===== config.mk =====
export PLATFORM = sky130hd
export DESIGN_NAME = pe_mac_scheduler_flat
export DESIGN_NICKNAME = d
export VERILOG_FILES = /design/src/rtl/pe_mac_scheduler_if.sv /design/src/rtl/pe_mac_scheduler.sv /design/src/flat_wrapper.sv
export SDC_FILE = /design/constraint.sdc
export NUM_CORES = 1
export LEC_CHECK = 0
export CORE_MARGIN = 4
export CORE_UTILIZATION = 53
export CTS_CLUSTER_DIAMETER = 120
export DETAILED_ROUTE_END_ITERATION = 8
export PLACE_DENSITY = 0.81
export SETUP_SLACK_MARGIN = 0.3
export SLEW_MARGIN = 20
export SYNTH_ARGS = -nofsm -noshare
export SYNTH_HDL_FRONTEND = slang
export SYNTH_SLANG_ARGS = --single-unit

===== constraint.sdc =====
create_clock -name clk -period 2.75 [get_ports clk]
set_clock_uncertainty 0.1 [all_clocks]
set_input_delay 0.275 -clock clk [delete_from_list [all_inputs] [get_ports clk]]
set_output_delay 0.275 -clock clk [all_outputs]
set_load 0.01 [all_outputs]

===== src/rtl/pe_mac_scheduler_if.sv =====
// Handshake bundle between the PE issue scheduler and its job source / datapath.
// The master side drives jobs, requests and WB feedback; the slave side is the scheduler.
interface pe_mac_scheduler_if #(
    parameter int ADDR_W  = 4,
    parameter int CNT_W   = 8,
    parameter int STALL_W = 16
);
    logic               start;
    logic [CNT_W-1:0]   num_ops;
    logic               req_valid;
    logic [ADDR_W-1:0]  req_addr;
    logic               req_ready;
    logic               issue_en;
    logic [ADDR_W-1:0]  issue_addr;
    logic               fwd_en;
    logic               comp_en_wb;
    logic [ADDR_W-1:0]  out_act_addr_wb;
    logic               busy;
    logic               done;
    logic               err;
    logic [STALL_W-1:0] stall_cnt;

    modport master (
        output start, num_ops, req_valid, req_addr, comp_en_wb, out_act_addr_wb,
        input  req_ready, issue_en, issue_addr, fwd_en, busy, done, err, stall_cnt
    );

    modport slave (
        input  start, num_ops, req_valid, req_addr, comp_en_wb, out_act_addr_wb,
        output req_ready, issue_en, issue_addr, fwd_en, busy, done, err, stall_cnt
    );
endinterface


===== src/rtl/pe_mac_scheduler.sv =====
// Issue controller for the ISSUE -> MULT -> ADD -> WB accumulate pipeline: hazard
// stalls, WB forwarding select, shadow tracking of in-flight ops and job completion.
module pe_mac_scheduler #(
    parameter int ADDR_W  = 4,
    parameter int CNT_W   = 8,
    parameter int STALL_W = 16
) (
    input  logic                 clk,
    input  logic                 rst,
    pe_mac_scheduler_if.slave    bus
);

    typedef enum logic [1:0] {
        IDLE  = 2'd0,
        RUN   = 2'd1,
        DRAIN = 2'd2,
        DONE  = 2'd3
    } state_t;

    state_t             state_q, state_d;
    logic [CNT_W-1:0]   num_ops_q, num_ops_d;
    logic [CNT_W-1:0]   issued_cnt_q, issued_cnt_d;
    logic [STALL_W-1:0] stall_cnt_q, stall_cnt_d;
    logic               err_q, err_d;
    logic               busy_q, busy_d;
    logic               done_q, done_d;

    logic               sh1_v_q, sh1_v_d;
    logic               sh2_v_q, sh2_v_d;
    logic               sh3_v_q, sh3_v_d;
    logic [ADDR_W-1:0]  sh1_a_q, sh1_a_d;
    logic [ADDR_W-1:0]  sh2_a_q, sh2_a_d;
    logic [ADDR_W-1:0]  sh3_a_q, sh3_a_d;

    logic               hazard;
    logic               req_ready;
    logic               issue_en;
    logic               fwd_en;
    logic               last_issue;

    // sh3 is the op in WB this cycle; its result is forwarded rather than stalled on
    always_comb begin
        hazard     = bus.req_valid &&
                     ((sh1_v_q && (sh1_a_q == bus.req_addr)) ||
                      (sh2_v_q && (sh2_a_q == bus.req_addr)));
        req_ready  = (state_q == RUN) && !hazard && (issued_cnt_q < num_ops_q);
        issue_en   = bus.req_valid && req_ready;
        fwd_en     = issue_en && sh3_v_q && (sh3_a_q == bus.req_addr);
        last_issue = issue_en && ((issued_cnt_q + CNT_W'(1)) == num_ops_q);
    end

    always_comb begin
        state_d      = state_q;
        num_ops_d    = num_ops_q;
        issued_cnt_d = issued_cnt_q;
        stall_cnt_d  = stall_cnt_q;
        err_d        = err_q;

        sh1_v_d = issue_en;
        sh1_a_d = bus.req_addr;
        sh2_v_d = sh1_v_q;
        sh2_a_d = sh1_a_q;
        sh3_v_d = sh2_v_q;
        sh3_a_d = sh2_a_q;

        if ((bus.comp_en_wb != sh3_v_q) ||
            (bus.comp_en_wb && (bus.out_act_addr_wb != sh3_a_q))) begin
            err_d = 1'b1;
        end

        if (issue_en) begin
            issued_cnt_d = issued_cnt_q + CNT_W'(1);
        end

        if ((state_q == RUN) && hazard && (stall_cnt_q != {STALL_W{1'b1}})) begin
            stall_cnt_d = stall_cnt_q + STALL_W'(1);
        end

        case (state_q)
            IDLE: begin
                if (bus.start) begin
                    if (bus.num_ops != '0) begin
                        state_d      = RUN;
                        num_ops_d    = bus.num_ops;
                        issued_cnt_d = '0;
                        stall_cnt_d  = '0;
                    end else begin
                        state_d = DONE;
                    end
                end
            end
            RUN: begin
                if (last_issue) begin
                    state_d = DRAIN;
                end
            end
            // The last op retires from WB in the same cycle the shadows empty out,
            // so completion keys off the shadow contents after this edge.
            DRAIN: begin
                if (!sh1_v_d && !sh2_v_d && !sh3_v_d) begin
                    state_d = DONE;
                end
            end
            DONE: begin
                state_d = IDLE;
            end
            default: begin
                state_d = IDLE;
            end
        endcase

        busy_d = (state_d != IDLE);
        done_d = (state_d == DONE);
    end

    always_ff @(posedge clk or negedge rst) begin
        if (!rst) begin
            state_q      <= IDLE;
            num_ops_q    <= '0;
            issued_cnt_q <= '0;
            stall_cnt_q  <= '0;
            err_q        <= 1'b0;
            busy_q       <= 1'b0;
            done_q       <= 1'b0;
            sh1_v_q      <= 1'b0;
            sh2_v_q      <= 1'b0;
            sh3_v_q      <= 1'b0;
            sh1_a_q      <= '0;
            sh2_a_q      <= '0;
            sh3_a_q      <= '0;
        end else begin
            state_q      <= state_d;
            num_ops_q    <= num_ops_d;
            issued_cnt_q <= issued_cnt_d;
            stall_cnt_q  <= stall_cnt_d;
            err_q        <= err_d;
            busy_q       <= busy_d;
            done_q       <= done_d;
            sh1_v_q      <= sh1_v_d;
            sh2_v_q      <= sh2_v_d;
            sh3_v_q      <= sh3_v_d;
            sh1_a_q      <= sh1_a_d;
            sh2_a_q      <= sh2_a_d;
            sh3_a_q      <= sh3_a_d;
        end
    end

    assign bus.req_ready  = req_ready;
    assign bus.issue_en   = issue_en;
    assign bus.issue_addr = bus.req_addr;
    assign bus.fwd_en     = fwd_en;
    assign bus.busy       = busy_q;
    assign bus.done       = done_q;
    assign bus.err        = err_q;
    assign bus.stall_cnt  = stall_cnt_q;

endmodule

===== src/flat_wrapper.sv =====
// flat-port wrapper written by rule: the top's interface ports become plain ports
module pe_mac_scheduler_flat 
#(
    parameter int ADDR_W  = 4,
    parameter int CNT_W   = 8,
    parameter int STALL_W = 16
)
  (clk, rst, bus_start, bus_num_ops, bus_req_valid, bus_req_addr, bus_comp_en_wb, bus_out_act_addr_wb, bus_req_ready, bus_issue_en, bus_issue_addr, bus_fwd_en, bus_busy, bus_done, bus_err, bus_stall_cnt);
  pe_mac_scheduler_if #(.ADDR_W(ADDR_W), .CNT_W(CNT_W), .STALL_W(STALL_W)) bus_i ();
  input  logic clk;
  input  logic rst;
  input wire logic [$bits(bus_i.start)-1:0] bus_start;
  input wire logic [$bits(bus_i.num_ops)-1:0] bus_num_ops;
  input wire logic [$bits(bus_i.req_valid)-1:0] bus_req_valid;
  input wire logic [$bits(bus_i.req_addr)-1:0] bus_req_addr;
  input wire logic [$bits(bus_i.comp_en_wb)-1:0] bus_comp_en_wb;
  input wire logic [$bits(bus_i.out_act_addr_wb)-1:0] bus_out_act_addr_wb;
  output wire logic [$bits(bus_i.req_ready)-1:0] bus_req_ready;
  output wire logic [$bits(bus_i.issue_en)-1:0] bus_issue_en;
  output wire logic [$bits(bus_i.issue_addr)-1:0] bus_issue_addr;
  output wire logic [$bits(bus_i.fwd_en)-1:0] bus_fwd_en;
  output wire logic [$bits(bus_i.busy)-1:0] bus_busy;
  output wire logic [$bits(bus_i.done)-1:0] bus_done;
  output wire logic [$bits(bus_i.err)-1:0] bus_err;
  output wire logic [$bits(bus_i.stall_cnt)-1:0] bus_stall_cnt;
  assign bus_i.start = bus_start;
  assign bus_i.num_ops = bus_num_ops;
  assign bus_i.req_valid = bus_req_valid;
  assign bus_i.req_addr = bus_req_addr;
  assign bus_i.comp_en_wb = bus_comp_en_wb;
  assign bus_i.out_act_addr_wb = bus_out_act_addr_wb;
  assign bus_req_ready = bus_i.req_ready;
  assign bus_issue_en = bus_i.issue_en;
  assign bus_issue_addr = bus_i.issue_addr;
  assign bus_fwd_en = bus_i.fwd_en;
  assign bus_busy = bus_i.busy;
  assign bus_done = bus_i.done;
  assign bus_err = bus_i.err;
  assign bus_stall_cnt = bus_i.stall_cnt;
  pe_mac_scheduler #(.ADDR_W(ADDR_W), .CNT_W(CNT_W), .STALL_W(STALL_W)) u_core (.clk(clk), .rst(rst), .bus(bus_i));
endmodule

# Word-level counts from Yosys, hierarchy flattened
# Cells that the tools add are included.
[totals] register_bits=52 latch_bits=0 ramBits=0 rom_bits=0 in_bits=21 out_inout_bits=26 wordCells=64 mem_count=0
[op_classes] n_addsub=2 multipliers=0 div=0 magnitude_cmp=1 eq_ne=11 n_shift=0 muxes=13 n_bitwise=0 n_reduce_logical=24
[ops] cell="two-way mux 16 bit" count=4
[ops] cell="two-way mux 8 bit" count=4
[ops] cell="adder 16 x 1 -> 16 bit, second input constant" count=1
[ops] cell="!= test 16 bit, second input constant" count=1
[ops] cell="logical AND 1 bit" count=14
[ops] cell="equality test 4 bit" count=3
[ops] cell="adder 8 x 1 -> 8 bit, second input constant" count=1
[ops] cell="equality test 8 bit" count=1
[ops] cell="< comparator 8 bit" count=1
[ops] cell="two-way mux 2 bit" count=4
[ops] cell="case mux 2 bit (4 select lines)" count=1
[ops] cell="nonzero test 8 bit" count=1
[ops] cell="equality test 2 bit, second input constant" count=3
[ops] cell="logical NOT 1 bit" count=4
[ops] cell="!= test 4 bit" count=1
[ops] cell="AND reduction 3 bit" count=1
[ops] cell="equality test 2 x 1 -> 1 bit, second input constant" count=1
[ops] cell="logical NOT 2 bit" count=1
[ops] cell="logical OR 1 bit" count=2
[ops] cell="nonzero test 2 bit" count=1
[ops] cell="!= test 1 bit" count=1

# Depth between registers and ports, before layout
[logic_depth] depth_word=14 ltp_mapped=8

# Least setup slack after synthesis
# No wires, ideal clock.
[synth_path] path_type="register -> output" startpoint="reg u_core.issued_cnt_q[5]" endpoint="out bus_fwd_en" t_arrival_ns=2.091 t_required_ns=2.375 path_slack_ns=0.284 path_stages_with_launch=8 n_path_buf=0 cell_sequence="dfrtp_1 ha_1 nand4_1 nor4bb_1 o21ai_1 or3_1 nor2_1 and4_1"
[synth_via] elab_chain_cells=5
[synth_rtl] item="from (decl)" line_no="pe_mac_scheduler.sv:22" rtl="logic [CNT_W-1:0] issued_cnt_q, issued_cnt_d;"
[synth_rtl] item="from (signal assigned)" line_no="pe_mac_scheduler.sv:134" rtl="issued_cnt_q <= issued_cnt_d;"
[synth_rtl] item="< comparator 8 bit" line_no="pe_mac_scheduler.sv:46" rtl="req_ready = (state_q == RUN) && !hazard && (issued_cnt_q < num_ops_q);"
[synth_rtl] item="logical AND 1 bit" line_no="pe_mac_scheduler.sv:46"
[synth_rtl] item="logical AND 1 bit" line_no="pe_mac_scheduler.sv:47" rtl="issue_en = bus.req_valid && req_ready;"
[synth_rtl] item="net bus_issue_en" line_no="flat_wrapper.sv:19" rtl="output wire logic [$bits(bus_i.issue_en)-1:0] bus_issue_en;"
[synth_rtl] item="logical AND 1 bit (2 in a row)" line_no="pe_mac_scheduler.sv:48" rtl="fwd_en = issue_en && sh3_v_q && (sh3_a_q == bus.req_addr);"
[synth_rtl] item="to (decl)" line_no="flat_wrapper.sv:21" rtl="output wire logic [$bits(bus_i.fwd_en)-1:0] bus_fwd_en;"
# The timed path passes the listed nets, and every way through them passes these cells.

# Worst setup path in the final report
[layout_path] startpoint="reg u_core.num_ops_q[7]" endpoint="out bus_fwd_en"
[layout_via] elab_chain_cells=5
[layout_rtl] item="from (decl)" line_no="pe_mac_scheduler.sv:21" rtl="logic [CNT_W-1:0] num_ops_q, num_ops_d;"
[layout_rtl] item="from (signal assigned)" line_no="pe_mac_scheduler.sv:133" rtl="num_ops_q <= num_ops_d;"
[layout_rtl] item="< comparator 8 bit" line_no="pe_mac_scheduler.sv:46"
[layout_rtl] item="logical AND 1 bit" line_no="pe_mac_scheduler.sv:46"
[layout_rtl] item="logical AND 1 bit" line_no="pe_mac_scheduler.sv:47"
[layout_rtl] item="logical AND 1 bit (2 in a row)" line_no="pe_mac_scheduler.sv:48"
# Every way passes these cells.

==> results by group <==
Drt
  • First DRT Iteration DRCs: ~250
  • Wire per inst: around 15 um
  • DRT Pass-1 Iters: 4
  • Routed vias/inst: 5.65
  • Vias post-DR: 2,510
  • # DRC: 0
  • Total routed wirelength: ~6800 um
  • Antenna Nets Post-Route: 0

Worst setup path
  • Critical path cell sequence: inv_1, ha_4, nand4_1, nor4bb_1, o21ai_1, or3_4, nor2_4, and4_1, buf_2
  • Max incr delay on CP: 0.39 ns
  • Crit path max-delay cell type: dfrtp_1
  • Startpoint Class: flop
  • CP required: 2.38 ns
  • Worst setup EP type: primary output
  • R2R Setup Slk: 0.43 ns
  • CP max FO: 2
  • WP data arrival: roughly 2.2 ns
  • WS Path Type: flop to primary output

Timing
  • Unrepaired setup endpoints after global routing: true
  • Final setup fails: 0
  • Worst slew pin tran: 0.532 ns
  • Relative slew slack: about 65%
  • Final period utilization: between 90% and 100%
  • Highest clock rate: 0.384 GHz
  • Worst hold slack: 0.292 ns
  • Slew Viols, Final: 0
  • Final hold vios: 0
  • Final min period: 2.61 ns

Global routing
  • Antenna violations before repair: 0
  • Gr usage total: between 20% and 30%
  • Vias in the first global route: 2,461
  • Largest net degree at the start of global routing: 32
  • First-pass GRT wire length: 11,100 um
  • Grt ovf: 0

Pwr
  • Cell area power density: between 700 and 800 nW/um2
  • Peak supply drop: between 0.5 and 0.6 mV
  • Switching pwr: 1.03 mW
  • Part of the power in registers: 37.6%
  • Switch share: 37.0%
  • Combinational Power Share: 46.7%
  • Clk pwr share: 15.7%
  • Int Power: 1.76 mW
  • Leak pwr: 1.60 nW

Final layout
  • Share of post-route cells with drive strength above 1: 17.9%
  • Fin cells: 444
  • Antenna cell count: 0
  • Register Area: about 1300 um2
  • Final core utilization: around 73%
  • Fillers: 404
  • Area Overhead vs Synth: 32.7%
  • Footprint of the multi-input gates: 1480 um2
  • Final nets: 404

Hold path
  • HP Class: flop to flop

Floorplan
  • Io pins: 47
  • Initial Util: 55.0%
  • Die width: 81.0 um
  • Die ar.: roughly 6600 um2
  • Core Rows: 26
  • Core area: 5140 um2
  • Die height: 81.0 um

Synthesis
  • Most common cell in the netlist: dfrtp_1
  • Main combinational cell family by area after synthesis: simple AND/OR/NAND/NOR gates
  • FFs w/ async S/R, synth: 100%
  • Seq/Total Area, Yosys: 46.0%
  • Synth cell types: 42
  • Dominant cell type by area after synthesis: dfrtp_1
  • Post-synth EDFFs: 0
  • Post-Syn Area: approximately 2800 um2
  • Syn nets: about 330
  • Simple-gate share of the synthesized area: between 20% and 30%
  • Ys flop type: dfrtp_1
  • Mapped Cells: around 300
  • Yosys top cell area share: 46.0%
  • Post-synthesis xor/xnor area fraction: 7.74%
  • Adder-cell share of the synthesized area: 4.42%
  • Multiplexer share of the synthesized area: under 10%
  • Synth top area cells: dfrtp_1 (46%), nand2_1 (4.9%), ha_1 (4.4%), xnor2_1 (4.3%), mux2i_1 (3.5%)
  • Commonest cells in the netlist: dfrtp_1 (52), nand2_1 (37), a21oi_1 (18), inv_1 (16), nand3_1 (15)
  • Warnings, synthesis: 0
  • Syn Area/Cell: 9.49 um2
  • #FFs+latches synth: 52
  • Compound-Gate Fraction of Synth Area: 10.9%

Clock network
  • H-tree level count: 2
  • TritonCTS buffer count: 5
  • Worst skew pair latency: 0.31 ns
  • Clock-pin slew on the worst setup and hold paths: roughly 0.1 ns
  • CTS tree: done
  • Clk buf depth: 2
  • Root Driver: clkbuf_8
  • Clock Sinks: 52

Place
  • Placer congestion estimate: 0.876
  • # placed instances: 427
  • DP HPWL: 4820 um
  • Buffers on Ports: 46

Flow run
  • Max-Cap Viols: 0

Outcome
  • Outcome: finished clean
[cells in the final DEF (no fill, tap or decap), types with 7 or more instances in the layout]
cell,netlist,routed
a21oi_1,18,17
buf_4,5,32
clkdlybuf4s50_1,0,42
dfrtp_1,52,52
inv_1,16,13
mux2i_1,10,10
nand2_1,37,37
nand3_1,15,15
nor2_1,9,8
nor3_1,11,11
nor4_1,8,7
o21ai_0,11,11
or4_1,7,7
xnor2_1,14,14
xor2_1,11,11
[state kept, by name, summed over array words and instances, names as in the netlist]
register / flops
u_core.bus.done: 1
u_core.num_ops_q: 8
u_core.sh1_v_q: 1
u_core.sh3_v_q: 1
u_core.bus.busy: 1
u_core.state_q: 2
u_core.issued_cnt_q: 8
u_core.bus.stall_cnt: 16
u_core.bus.err: 1
u_core.sh3_a_q: 4
u_core.sh1_a_q: 4
u_core.sh2_v_q: 1
u_core.sh2_a_q: 4
[metal layers]
layer  part of all wire, %  global-route usage (%)  up-vias
li1                      -                       -     1207
met1                    42                    28.2     1214
met2                    51                    37.2       76
met3                   5.3                    2.99       13
met4                   1.8                    7.09        0
met5                     0                       0        -
[power by group through the flow]
stage               registers (mW)  clock network (mW)  logic (mW)
finish                        1.05               0.438        1.30
global route                  1.07               0.485        1.44
CTS                           1.04               0.445        1.18
detailed placement            1.05                   0        1.11
global placement              1.05                   0        1.07
floorplan                     1.06                   0       0.634
[what timing repair did]
action,4_1_cts,5_1_grt
pin swaps,7,8
setup endpoints to repair,3,4
hold endpoints to repair,52,0
hold buffers,1,0
resized for setup,19,8
buffers inserted,3,5
[path summary, 6_finish.rpt]
path,cells after the start,start,endpoint
hold / removal,0,u_core.sh1_a_q[1],u_core.sh2_a_q[1]
setup reg to reg,11,u_core.num_ops_q[7],u_core.issued_cnt_q[5]
hold reg to reg,0,u_core.sh1_a_q[1],u_core.sh2_a_q[1]
setup / recovery,9,u_core.num_ops_q[7],bus_fwd_en
max in group asynchronous,3,rst,u_core.issued_cnt_q[0]
min in group asynchronous,3,rst,u_core.sh1_a_q[2]
[cell families (layout without fill, tap and decap cells)]
group                      Yosys count  in the layout
and+or+nand+nor                    119            119
AOI/OAI and AO/OA                   52             52
DFF                                 52             52
buffers and inverters               30            106
xor gates and xnor gates            25             25
adders and majority gates           10             10
muxes                               10             10
[final cells by class]
type / instances / area share, %
multi-input combinational: 216 / 39.3
sequential: 52 / 34.7
timing repair buffer: 82 / 19.7
clock buffer: 5 / 1.83
tap: 70 / 2.33
inverter: 16 / 1.60
clock inverter: 3 / 0.500
[critical path: cells and delay by family, from the launching register on]
kind / cells / cell delay (ns)
buffers and inverters: 2 / 0.22
flip-flops: 1 / 0.39
AND/OR/NAND/NOR: 5 / 0.96
AO/OA/AOI/OAI: 1 / 0.14
adder cells (fa/ha/maj): 1 / 0.21
[metrics by stage]
step | total power, mW | TNS, ns | worst slack [ns] | area [um2]
floorplan | 1.69 | 0 | 0.378 | 2830
global placement | 2.11 | 0 | 0.0692 | 3520
detailed placement | 2.16 | 0 | 0.0164 | 3520
CTS | 2.67 | 0 | 0.110 | 3660
global route | 2.99 | -0.0218 | -0.0218 | 3750
finish | 2.79 | 0 | 0.144 | 3750
Note: power is estimated with default switching activity, not from simulation.
